### src/rtl/lsu_ctrl_if.sv
// Load/store control bus: execute request, data memory strobes,
// writeback handshake and fault report, grouped for lsu_ctrl.
interface lsu_ctrl_if #(
    parameter int ADDR_W = 32
);
    logic              req_valid;
    logic              req_ready;
    logic              req_load;
    logic              req_store;
    logic [2:0]        req_funct3;
    logic [ADDR_W-1:0] req_addr;
    logic [31:0]       req_wdata;
    logic [4:0]        req_rd;

    logic [ADDR_W-1:0] daddr;
    logic [31:0]       dwdata;
    logic              cs;
    logic              wr;
    logic              rd;
    logic [2:0]        lsbwh;
    logic [31:0]       d_rdata;

    logic              wb_valid;
    logic              wb_ready;
    logic [4:0]        wb_rd;
    logic [31:0]       wb_data;

    logic              store_done;
    logic              fault_valid;
    logic [1:0]        fault_cause;
    logic [ADDR_W-1:0] fault_addr;

    // Environment side: execute stage, data memory, writeback.
    modport master (
        output req_valid, req_load, req_store,
        output req_funct3, req_addr, req_wdata, req_rd,
        input  req_ready,
        input  daddr, dwdata, cs, wr, rd, lsbwh,
        output d_rdata,
        input  wb_valid, wb_rd, wb_data,
        output wb_ready,
        input  store_done, fault_valid, fault_cause, fault_addr
    );

    // Load/store unit side.
    modport slave (
        input  req_valid, req_load, req_store,
        input  req_funct3, req_addr, req_wdata, req_rd,
        output req_ready,
        output daddr, dwdata, cs, wr, rd, lsbwh,
        input  d_rdata,
        output wb_valid, wb_rd, wb_data,
        input  wb_ready,
        output store_done, fault_valid, fault_cause, fault_addr
    );
endinterface

### src/rtl/lsu_ctrl.sv
// Load/store control stage between execute and data memory.
// Ports: clk, reset (async active-low), bus (lsu_ctrl_if.slave):
//   req_*  execute request, valid/ready handshake
//   daddr/dwdata/cs/wr/rd/lsbwh/d_rdata  data memory access
//   wb_*   load result to writeback, valid/ready handshake
//   store_done, fault_*  one-cycle completion / fault pulses
module lsu_ctrl #(
    parameter int DMEM_WORDS = 2048,
    parameter int ADDR_W     = 32
) (
    input  logic        clk,
    input  logic        reset,
    lsu_ctrl_if.slave   bus
);

    typedef enum logic [1:0] {
        IDLE,
        ACCESS,
        RESP,
        FAULT
    } state_t;

    state_t            state;

    logic              is_store_q;
    logic [4:0]        rd_q;

    logic [ADDR_W-1:0] daddr_q;
    logic [31:0]       dwdata_q;
    logic              cs_q;
    logic              wr_q;
    logic              rd_strobe_q;
    logic [2:0]        lsbwh_q;

    logic              wb_valid_q;
    logic [4:0]        wb_rd_q;
    logic [31:0]       wb_data_q;

    logic              store_done_q;
    logic              fault_valid_q;
    logic [1:0]        fault_cause_q;
    logic [ADDR_W-1:0] fault_addr_q;

    logic              op_ok;
    logic              need_h;
    logic              need_w;
    logic [2:0]        dec_lsbwh;
    logic              misal;
    logic              oor;
    logic              is_fault;
    logic [1:0]        cause;

    // funct3 -> memory size/sign select; loads and stores use
    // different tables, and exactly one of load/store must be set.
    always_comb begin
        op_ok     = 1'b0;
        need_h    = 1'b0;
        need_w    = 1'b0;
        dec_lsbwh = 3'd0;
        if (bus.req_load && !bus.req_store) begin
            case (bus.req_funct3)
                3'b000: begin op_ok = 1'b1; dec_lsbwh = 3'd4; end
                3'b001: begin
                    op_ok = 1'b1; dec_lsbwh = 3'd1; need_h = 1'b1;
                end
                3'b010: begin
                    op_ok = 1'b1; dec_lsbwh = 3'd0; need_w = 1'b1;
                end
                3'b100: begin op_ok = 1'b1; dec_lsbwh = 3'd3; end
                3'b101: begin
                    op_ok = 1'b1; dec_lsbwh = 3'd2; need_h = 1'b1;
                end
                default: op_ok = 1'b0;
            endcase
        end else if (bus.req_store && !bus.req_load) begin
            case (bus.req_funct3)
                3'b000: begin op_ok = 1'b1; dec_lsbwh = 3'd2; end
                3'b001: begin
                    op_ok = 1'b1; dec_lsbwh = 3'd1; need_h = 1'b1;
                end
                3'b010: begin
                    op_ok = 1'b1; dec_lsbwh = 3'd0; need_w = 1'b1;
                end
                default: op_ok = 1'b0;
            endcase
        end
    end

    assign misal = (need_h && bus.req_addr[0]) ||
                   (need_w && (bus.req_addr[1:0] != 2'b00));

    // Word index compared at full address width.
    assign oor = {2'b00, bus.req_addr[ADDR_W-1:2]} >=
                 ADDR_W'(DMEM_WORDS);

    assign is_fault = !op_ok || misal || oor;

    // Priority: illegal op, then misalignment, then range.
    assign cause = !op_ok ? 2'd2 :
                   misal  ? 2'd0 :
                            2'd1;

    always_ff @(posedge clk or negedge reset) begin
        if (!reset) begin
            state         <= IDLE;
            is_store_q    <= 1'b0;
            rd_q          <= 5'd0;
            daddr_q       <= '0;
            dwdata_q      <= 32'd0;
            cs_q          <= 1'b1;
            wr_q          <= 1'b0;
            rd_strobe_q   <= 1'b1;
            lsbwh_q       <= 3'd0;
            wb_valid_q    <= 1'b0;
            wb_rd_q       <= 5'd0;
            wb_data_q     <= 32'd0;
            store_done_q  <= 1'b0;
            fault_valid_q <= 1'b0;
            fault_cause_q <= 2'd0;
            fault_addr_q  <= '0;
        end else begin
            store_done_q  <= 1'b0;
            fault_valid_q <= 1'b0;
            unique case (state)
                IDLE: begin
                    if (bus.req_valid) begin
                        if (is_fault) begin
                            state         <= FAULT;
                            fault_valid_q <= 1'b1;
                            fault_cause_q <= cause;
                            fault_addr_q  <= bus.req_addr;
                        end else begin
                            state       <= ACCESS;
                            is_store_q  <= bus.req_store;
                            rd_q        <= bus.req_rd;
                            daddr_q     <= bus.req_addr;
                            dwdata_q    <= bus.req_wdata;
                            lsbwh_q     <= dec_lsbwh;
                            cs_q        <= 1'b0;
                            wr_q        <= bus.req_store;
                            rd_strobe_q <= !bus.req_store;
                        end
                    end
                end
                ACCESS: begin
                    cs_q        <= 1'b1;
                    wr_q        <= 1'b0;
                    rd_strobe_q <= 1'b1;
                    if (is_store_q) begin
                        state        <= IDLE;
                        store_done_q <= 1'b1;
                    end else begin
                        state      <= RESP;
                        wb_valid_q <= 1'b1;
                        wb_data_q  <= bus.d_rdata;
                        wb_rd_q    <= rd_q;
                    end
                end
                RESP: begin
                    if (bus.wb_ready) begin
                        state      <= IDLE;
                        wb_valid_q <= 1'b0;
                    end
                end
                FAULT: begin
                    state <= IDLE;
                end
                default: begin
                    state <= IDLE;
                end
            endcase
        end
    end

    assign bus.req_ready   = (state == IDLE);
    assign bus.daddr       = daddr_q;
    assign bus.dwdata      = dwdata_q;
    assign bus.cs          = cs_q;
    assign bus.wr          = wr_q;
    assign bus.rd          = rd_strobe_q;
    assign bus.lsbwh       = lsbwh_q;
    assign bus.wb_valid    = wb_valid_q;
    assign bus.wb_rd       = wb_rd_q;
    assign bus.wb_data     = wb_data_q;
    assign bus.store_done  = store_done_q;
    assign bus.fault_valid = fault_valid_q;
    assign bus.fault_cause = fault_cause_q;
    assign bus.fault_addr  = fault_addr_q;

endmodule

### src/flat_wrapper.sv
// flat-port wrapper written by rule: the top's interface ports become plain ports
module lsu_ctrl_flat 
#(
    parameter int DMEM_WORDS = 2048,
    parameter int ADDR_W     = 32
)
  (clk, reset, bus_req_valid, bus_req_load, bus_req_store, bus_req_funct3, bus_req_addr, bus_req_wdata, bus_req_rd, bus_req_ready, bus_daddr, bus_dwdata, bus_cs, bus_wr, bus_rd, bus_lsbwh, bus_d_rdata, bus_wb_valid, bus_wb_rd, bus_wb_data, bus_wb_ready, bus_store_done, bus_fault_valid, bus_fault_cause, bus_fault_addr);
  lsu_ctrl_if #(.ADDR_W(ADDR_W)) bus_i ();
  input  logic clk;
  input  logic reset;
  input wire logic [$bits(bus_i.req_valid)-1:0] bus_req_valid;
  input wire logic [$bits(bus_i.req_load)-1:0] bus_req_load;
  input wire logic [$bits(bus_i.req_store)-1:0] bus_req_store;
  input wire logic [$bits(bus_i.req_funct3)-1:0] bus_req_funct3;
  input wire logic [$bits(bus_i.req_addr)-1:0] bus_req_addr;
  input wire logic [$bits(bus_i.req_wdata)-1:0] bus_req_wdata;
  input wire logic [$bits(bus_i.req_rd)-1:0] bus_req_rd;
  output wire logic [$bits(bus_i.req_ready)-1:0] bus_req_ready;
  output wire logic [$bits(bus_i.daddr)-1:0] bus_daddr;
  output wire logic [$bits(bus_i.dwdata)-1:0] bus_dwdata;
  output wire logic [$bits(bus_i.cs)-1:0] bus_cs;
  output wire logic [$bits(bus_i.wr)-1:0] bus_wr;
  output wire logic [$bits(bus_i.rd)-1:0] bus_rd;
  output wire logic [$bits(bus_i.lsbwh)-1:0] bus_lsbwh;
  input wire logic [$bits(bus_i.d_rdata)-1:0] bus_d_rdata;
  output wire logic [$bits(bus_i.wb_valid)-1:0] bus_wb_valid;
  output wire logic [$bits(bus_i.wb_rd)-1:0] bus_wb_rd;
  output wire logic [$bits(bus_i.wb_data)-1:0] bus_wb_data;
  input wire logic [$bits(bus_i.wb_ready)-1:0] bus_wb_ready;
  output wire logic [$bits(bus_i.store_done)-1:0] bus_store_done;
  output wire logic [$bits(bus_i.fault_valid)-1:0] bus_fault_valid;
  output wire logic [$bits(bus_i.fault_cause)-1:0] bus_fault_cause;
  output wire logic [$bits(bus_i.fault_addr)-1:0] bus_fault_addr;
  assign bus_i.req_valid = bus_req_valid;
  assign bus_i.req_load = bus_req_load;
  assign bus_i.req_store = bus_req_store;
  assign bus_i.req_funct3 = bus_req_funct3;
  assign bus_i.req_addr = bus_req_addr;
  assign bus_i.req_wdata = bus_req_wdata;
  assign bus_i.req_rd = bus_req_rd;
  assign bus_req_ready = bus_i.req_ready;
  assign bus_daddr = bus_i.daddr;
  assign bus_dwdata = bus_i.dwdata;
  assign bus_cs = bus_i.cs;
  assign bus_wr = bus_i.wr;
  assign bus_rd = bus_i.rd;
  assign bus_lsbwh = bus_i.lsbwh;
  assign bus_i.d_rdata = bus_d_rdata;
  assign bus_wb_valid = bus_i.wb_valid;
  assign bus_wb_rd = bus_i.wb_rd;
  assign bus_wb_data = bus_i.wb_data;
  assign bus_i.wb_ready = bus_wb_ready;
  assign bus_store_done = bus_i.store_done;
  assign bus_fault_valid = bus_i.fault_valid;
  assign bus_fault_cause = bus_i.fault_cause;
  assign bus_fault_addr = bus_i.fault_addr;
  lsu_ctrl #(.DMEM_WORDS(DMEM_WORDS), .ADDR_W(ADDR_W)) u_core (.clk(clk), .reset(reset), .bus(bus_i));
endmodule
### config.mk
export PLATFORM = sky130hd
export DESIGN_NAME = lsu_ctrl_flat
export DESIGN_NICKNAME = d
export VERILOG_FILES = /design/src/rtl/lsu_ctrl_if.sv /design/src/rtl/lsu_ctrl.sv /design/src/flat_wrapper.sv
export SDC_FILE = /design/constraint.sdc
export NUM_CORES = 1
export LEC_CHECK = 0
export ABC_CLOCK_PERIOD_IN_PS = 2500
export BUFFER_PORTS_ARGS = -buffer_cell sky130_fd_sc_hd__buf_2
export CAP_MARGIN = 15
export CELL_PAD_IN_SITES_DETAIL_PLACEMENT = 1
export CELL_PAD_IN_SITES_GLOBAL_PLACEMENT = 2
export CORE_ASPECT_RATIO = 0.9
export CORE_MARGIN = 10
export CORE_UTILIZATION = 30
export CTS_CLUSTER_SIZE = 10
export DETAILED_ROUTE_END_ITERATION = 7
export HOLD_SLACK_MARGIN = 0.03
export PLACE_DENSITY = 0.87
export SYNTH_ARGS = -nofsm -noshare
export SYNTH_HDL_FRONTEND = slang
export SYNTH_SLANG_ARGS = --single-unit
### constraint.sdc
create_clock -name clk -period 2.5 [get_ports clk]
set_clock_uncertainty 0.05 [all_clocks]
set_input_delay 0.5 -clock clk [delete_from_list [all_inputs] [get_ports clk]]
set_output_delay 0.5 -clock clk [all_outputs]
set_load 0.01 [all_outputs]
==> reports/results.tsv, run 1 <==
stage	metric	value	unit
critical_path	crit_type	in -> reg	
sta	slew_headroom	62.5	%
outcome	status	completed	
clock_network	cts_resized	0	
placement	dpl_cell_area	7390	um^2
yosys	synth_area	5720	um^2
placement	place_congestion	0.779	
drt	drtPass1Iterations	4	
worst_hold_path	hold_end	u_core.bus.dwdata[24]	
yosys	ys_seq_elements	152	
power_and_ir_drop	power_frac_seq	41.3	%
sta	whs	0.257	ns
placement	dp_hpwl	13700	um
yosys	synth_area_leaders	dfrtp_1 (66%), mux2_2 (19%), mux2_1 (3.7%)	
critical_path	cp.arrival	2.32	ns
yosys	syn_avg_cell_area	15.9	um^2
yosys	synth_common_cells	dfrtp_1 (150), mux2_2 (98), nor2b_1 (22), mux2_1 (19)	
yosys	syn_nets	469	
sta	rsz0062_at_grt	false	
clock_network	cts_setup_buffers	0	
clock_network	cts_buffers	17	
floorplan	coreArea	18600	um^2
sta	fmax	0.481	GHz
global_routing	grt_antenna_before_repair	2	
global_routing	grt_max_degree	60	
critical_path	startpoint_type	input port	
power_and_ir_drop	comb_power_share	25.8	%
critical_path	required	2.74	ns
power_and_ir_drop	switching_share	29.2	%
critical_path	crit_fanout	40	
yosys	synth_edf_count	0	
floorplan	fp.dieH	151	um
global_routing	grt_pass1_wl	27600	um
sta	tightestPinTransition	0.562	ns
worst_hold_path	min_path_type	in -> reg	
power_and_ir_drop	p_int	0.00573	W
finish	nNetsFinal	743	
drt	drcViolationCount	0	
worst_hold_path	hp-start	bus_req_wdata[24]	
drt	routed_wl	17500	um
power_and_ir_drop	power_density	1010	nW/um^2
critical_path	endpoint_kind	flop	
sta	finalMaxSlewViolations	0	
yosys	yosysTopAreaCell	dfrtp_1	
clock_network	clock_path_buffers	2	
yosys	async_reset_ff_share	100	%
power_and_ir_drop	p_sw	0.00237	W
finish	layout.cells.non_filler	891	
power_and_ir_drop	clkPwrFrac	32.9	%
critical_path	rr_startpoint	u_core.state[1]	
sta	fin_crit	2.08	ns
clock_network	root_buffer	clkbuf_16	
yosys	yosysUniqueCellTypes	34	
yosys	synth_ff_type	dfrtp_1	
finish	regArea	3810	um^2
drt	via_per_inst	4.47	
drt	ant_nets	0	
floorplan	dieWidth	166	um
global_routing	grtUsageMet2	23.5	%
floorplan	num_rows	47	
floorplan	io_pins	255	
yosys	ys_seq_area_share	66.5	%
global_routing	grt_pass1_vias	4702	
floorplan	dieArea	25000	um^2
finish	stdcell_area	8010	um^2
clock_network	cts_sinks	152	
yosys	synth_most_common_cell	dfrtp_1	
worst_hold_path	worstHoldPathCells	2	
yosys	netlist.area_leader.share	65.6	%
power_and_ir_drop	leakage	4.30	nW
floorplan	start_util	30.8	%
drt	drt_iter0_drc	106	
clock_network	clkSlewWorstSetupHoldPaths	0.06	ns
global_routing	top_usage_layer	met2	
power_and_ir_drop	ir_worst_vdd	0.000494	V
drt	wl_per_cell	19.6	um
clock_network	insertion_delay	0.41	ns
sta	setup_violations	0	
finish	fillers	2000	
finish	drive_gt1_share	62.9	%
clock_network	cts_tree	done	
drt	vias	3986	
global_routing	grt_use_met1	15.7	%
placement	placedCellCount	858	
placement	io_buffers	254	
clock_network	h-tree-depth	4	
sta	timing_hold_violations_final	0	
yosys	yosys_warnings	0	
job	drv_cap	0	
critical_path	reg2reg_slack	0.52	ns
finish	syn_to_final_growth	39.9	%
global_routing	grt.total_usage	13.8	%
global_routing	grt_util_met3	5.60	%
finish	multiInputGateArea	1810	um^2
critical_path	reg2reg_to	u_core.bus.dwdata[28]	
yosys	syn-instance-count	359	
critical_path	ff2ff_path_depth	6	
global_routing	grt_overflow	0	
sta	timing.final.crit_share	83.2	%
[registers in the layout, indices dropped and copies added (netlist names), 2 cells and up]
| signal | flops |
|---|---|
| u_core.state | 2 |
| u_core.bus.fault_cause | 2 |
| u_core.bus.dwdata | 32 |
| u_core.rd_q | 5 |
| u_core.bus.daddr | 32 |
| u_core.bus.lsbwh | 3 |
| u_core.bus.fault_addr | 32 |
| u_core.bus.wb_data | 32 |
| u_core.bus.wb_rd | 5 |
[power by group through the flow]
stage / registers (W) / logic, W / clock network [W]
final: 0.00334 / 0.00209 / 0.00266
after global routing: 0.00342 / 0.00227 / 0.00286
after CTS: 0.00335 / 0.00216 / 0.00275
after detailed placement: 0.00338 / 0.00215 / 0
after global placement: 0.00333 / 0.00206 / 0
after floorplan: 0.00361 / 0.000820 / 0
[stage by stage]
step | TNS [ns] | total power (W) | setup slack (ns) | util (%)
final | 0 | 0.00810 | 0.419 | 43.1
after global routing | 0 | 0.00855 | 0.342 | 43.1
after CTS | 0 | 0.00826 | 0.431 | 43.1
after detailed placement | -0.0602 | 0.00554 | -0.0112 | 39.8
after global placement | 0 | 0.00540 | 0.0469 | 39.8
after floorplan | 0 | 0.00443 | 0.364 | -
[cell families (layout without fill, tap and decap cells)]
logic type | after synthesis | in the layout | share of synthesized area [%]
flops | 152 | 152 | 66.5
mux | 118 | 118 | 23.2
simple gates | 48 | 48 | 5.25
buf+inv | 21 | 306 | 2.05
compound gates | 19 | 19 | 2.86
xor+xnor | 1 | 1 | 0.153
other cells | 0 | 2 | 0
[layout make-up]
type                            count  share of cell area [%]
Antenna cell                        2                  0.0625
Multi-Input combinational cell    186                    22.6
Timing Repair Buffer              271                    18.2
Tap cell                          245                    3.83
Sequential cell                   152                    47.5
Clock inverter                     13                    2.23
Clock buffer                       17                    5.31
Inverter                            5                   0.234
[per-layer routing]
layer,wire [um],part of all wire (%),vias to the layer above
li1,-,-,1814
met1,6970,40,2001
met2,8910,51,153
met3,1350,7.7,18
met4,257,1.5,0
met5,0,0,-
[timing repair]
item	4_1_cts	5_1_grt
setup endpoints to repair	0	0
hold buffers	1	0
endpoints found under the hold margin	21	0
[worst max-delay path, cell delays in order]
cell and delay [ns]:
buf_2 0.10, nor4_1 0.30, buf_4 0.17, nand4_1 0.09, buf_4 0.18, nor4_4 0.19, buf_4 0.18, buf_12 0.22
mux2_2 0.36
[cells in the final DEF, fill, tap and decap left out, types with 3 or more instances in the layout]
master and count:
or3_1 3, a21oi_1 3, a22o_1 7, buf_12 4, nor2_1 6, mux2_1 19, dfrtp_1 150, nor4_1 6
nor2b_1 21, mux2_2 98, bufinv_16 4, inv_1 4, nand2b_1 3, clkbuf_16 17, buf_2 253, clkinv_2 5
buf_4 12
[worst max-delay path by stage]
stage,startpoint,end,slack (ns)
6_report,bus_req_addr[23],u_core.bus.dwdata[28],0.42
5_1_grt,bus_req_addr[23],u_core.bus.dwdata[12],0.34
4_1_cts,bus_req_addr[23],u_core.bus.dwdata[28],0.43
3_5_place_dp,bus_req_addr[23],u_core.bus.dwdata[28],-0.01
3_3_place_gp,bus_req_addr[23],u_core.bus.dwdata[30],0.05
2_1_floorplan,bus_req_addr[15],u_core.bus.dwdata[11],0.36
No activity file was read; power rests on OpenSTA's default activity.
==> inputs of run 2 (changes only) <==
--- a/config.mk
+++ b/config.mk
@@ -5,18 +5,18 @@
 export SDC_FILE = /design/constraint.sdc
 export NUM_CORES = 1
 export LEC_CHECK = 0
-export ABC_CLOCK_PERIOD_IN_PS = 2500
+export ABC_CLOCK_PERIOD_IN_PS = 1820
 export BUFFER_PORTS_ARGS = -buffer_cell sky130_fd_sc_hd__buf_2
 export CAP_MARGIN = 15
 export CELL_PAD_IN_SITES_DETAIL_PLACEMENT = 1
 export CELL_PAD_IN_SITES_GLOBAL_PLACEMENT = 2
 export CORE_ASPECT_RATIO = 0.9
 export CORE_MARGIN = 10
-export CORE_UTILIZATION = 30
+export CORE_UTILIZATION = 27
 export CTS_CLUSTER_SIZE = 10
 export DETAILED_ROUTE_END_ITERATION = 7
 export HOLD_SLACK_MARGIN = 0.03
-export PLACE_DENSITY = 0.87
+export PLACE_DENSITY = 0.84
 export SYNTH_ARGS = -nofsm -noshare
 export SYNTH_HDL_FRONTEND = slang
 export SYNTH_SLANG_ARGS = --single-unit
==> constraint.sdc (replaced) <==
create_clock -name clk -period 1.82 [get_ports clk]
set_clock_uncertainty 0.05 [all_clocks]
set_input_delay 0.364 -clock clk [delete_from_list [all_inputs] [get_ports clk]]
set_output_delay 0.364 -clock clk [all_outputs]
set_load 0.01 [all_outputs]
==> reports/results.tsv, run 2 (synthesized netlist as in run 1, its figures left out) <==
stage	metric	value	unit
finish	nNetsFinal	770	
finish	utilization	41.4	%
power_and_ir_drop	switching_share	29.1	%
global_routing	grt_pass1_vias	4945	
critical_path	reg2reg_slack	-0.02	ns
finish	final_common_cell	buf_2	
power_and_ir_drop	p_int	0.00815	W
placement	pre_cts_ws	-0.548	ns
drt	wl_per_cell	19.3	um
global_routing	grt_antenna_before_repair	1	
job	drv_cap	0	
sta	whs	0.123	ns
floorplan	num_rows	50	
floorplan	coreArea	20800	um^2
global_routing	grt.total_usage	13.3	%
floorplan	start_util	27.5	%
clock_network	root_buffer	clkbuf_16	
critical_path	endpoint_kind	flop	
placement	place_congestion	0.788	
power_and_ir_drop	power_frac_seq	39.9	%
critical_path	crit_fanout	8	
outcome	violations	setup timing	
critical_path	cp_top_family	simple AND/OR/NAND/NOR gates	
drt	routed_wl	18600	um
drt	ant_nets	0	
sta	fin_crit	1.85	ns
sta	fmax	0.541	GHz
clock_network	h-tree-depth	4	
critical_path	startpoint_type	input port	
clock_network	cts_sinks	152	
worst_hold_path	worstHoldPathCells	2	
critical_path	crit_chain	buf_2, nor4_4, nand4_1, buf_6, nor4_4, buf_6, clkbuf_16, mux2_2	
placement	dp_hpwl	14100	um
global_routing	grt_overflow	0	
finish	final_cell_mix	buf_2 (250), dfrtp_1 (150), mux2_2 (82)	
drt	vias	4159	
critical_path	path_buf_inv	4	
sta	slew_headroom	76.4	%
worst_hold_path	hold_end	u_core.bus.dwdata[13]	
power_and_ir_drop	ir_worst_vdd	0.000941	V
power_and_ir_drop	power_density	1330	nW/um^2
critical_path	cp.arrival	2.09	ns
worst_hold_path	min_path_type	in -> reg	
sta	tightestPinTransition	0.352	ns
clock_network	clkSlewWorstSetupHoldPaths	0.07	ns
sta	timing_hold_violations_final	0	
power_and_ir_drop	clkPwrFrac	33.7	%
clock_network	cts_tree	done	
clock_network	clock_path_buffers	2	
drt	drt_iter0_drc	176	
clock_network	cts_buffers	17	
critical_path	reg2reg_to	u_core.bus.dwdata[2]	
sta	setup_violations	18	
finish	syn_to_final_growth	50.7	%
critical_path	crit_type	in -> reg	
placement	io_buffers	254	
floorplan	dieArea	27400	um^2
clock_network	insertion_delay	0.41	ns
floorplan	io_pins	255	
critical_path	rr_startpoint	u_core.state[0]	
critical_path	required	2.06	ns
floorplan	fp.dieH	158	um
finish	drive_gt1_share	67.6	%
power_and_ir_drop	p_sw	0.00334	W
global_routing	grt_pass1_wl	28600	um
finish	fillers	2254	
sta	fin_setup_tns	-0.289	ns
global_routing	grt_max_degree	59	
critical_path	cpPeakStageDelay	0.36	ns
worst_hold_path	hp-start	bus_req_wdata[13]	
power_and_ir_drop	leakage	4.51	nW
critical_path	ff2ff_path_depth	6	
sta	timing.final.crit_share	102	%
power_and_ir_drop	comb_power_share	26.5	%
critical_path	cp_slowest_cell	nor4_4	
floorplan	dieWidth	173	um
drt	drtPass1Iterations	6	
drt	drcViolationCount	0	
power_and_ir_drop	power	0.0115	W
drt	via_per_inst	4.33	
outcome	status	complete, but fails checks	
sta	worst_slack	-0.0293	ns
sta	finalMaxSlewViolations	0	
sta	rsz0062_at_grt	true	
## run 2: cell count changes in the layout (fill, tap and decap cells not counted), sizes merged
cell and change:
diode -1, buf +25, inv +2, clkinv -4
clkbuf +5, clkinvlp +1
## run 2: area by class of cell
class | count | area [um^2] | area share [%]
flip-flops and latches | 152 | 3810 | 44.1
well taps | 286 | 358 | 4.15
diodes | 1 | 2.50 | 0.0290
clock buffers | 20 | 467 | 5.41
multi-input cells | 186 | 1990 | 23.1
clock inverters | 12 | 186 | 2.16
repair buffers | 298 | 1790 | 20.8
inverters | 5 | 18.8 | 0.218
## run 2: power by group through the flow
stage / logic (W) / registers, W / clock network, W
after floorplan: 0.00113 / 0.00496 / 0
after global placement: 0.00298 / 0.00456 / 0
after detailed placement: 0.00309 / 0.00463 / 0
after CTS: 0.00311 / 0.00460 / 0.00399
after global routing: 0.00332 / 0.00470 / 0.00416
final: 0.00304 / 0.00458 / 0.00387
## run 2: how the worst max path moves through the flow
stage,from,endpoint,slack (ns),cells past startpoint
after floorplan,bus_req_addr[19],u_core.bus.dwdata[22],-0.14,6
after global placement,bus_req_addr[15],u_core.rd_q[4],-0.47,8
after detailed placement,bus_req_addr[15],u_core.bus.dwdata[6],-0.55,8
after CTS,bus_req_addr[25],u_core.bus.daddr[4],-0.06,8
after global routing,u_core.state[0],u_core.bus.dwdata[3],-0.11,6
final,bus_req_addr[17],u_core.bus.dwdata[2],-0.03,8
## run 2: per-layer routing
| metal | track usage, % | routed length, um | part of all wire (%) | up-vias |
|---|---|---|---|---|
| li1 | - | - | - | 1863 |
| met1 | 15.5 | 7980 | 43 | 2118 |
| met2 | 21.8 | 8920 | 48 | 163 |
| met3 | 5.64 | 1460 | 7.8 | 15 |
| met4 | 4.27 | 206 | 1.1 | 0 |
| met5 | 0 | 0 | 0 | - |
## run 2: stage by stage
step           instance area, um^2  cells
6_report                      8620    960
5_1_grt                       8620    960
4_1_cts                       8500    956
3_5_place_dp                  7670    919
3_3_place_gp                  7670    919
2_1_floorplan                 5780    359
## run 2: timing repair
item / CTS / global route
hold buffers: 1 / 0
hold endpoints to repair: 22 / 0
setup buffers: 3 / 1
gates resized for setup: 32 / 17
setup endpoints to repair: 74 / 78
gates cloned: 1 / 2
pin swaps: 4 / 0
## run 2: worst reg2reg max path: cells and delay by family, from the launching register on
family	cells	cell delay, ns
buffers and inverters	2	0.38
flip-flops	1	0.40
multiplexers	1	0.33
AND/OR/NAND/NOR	3	0.56
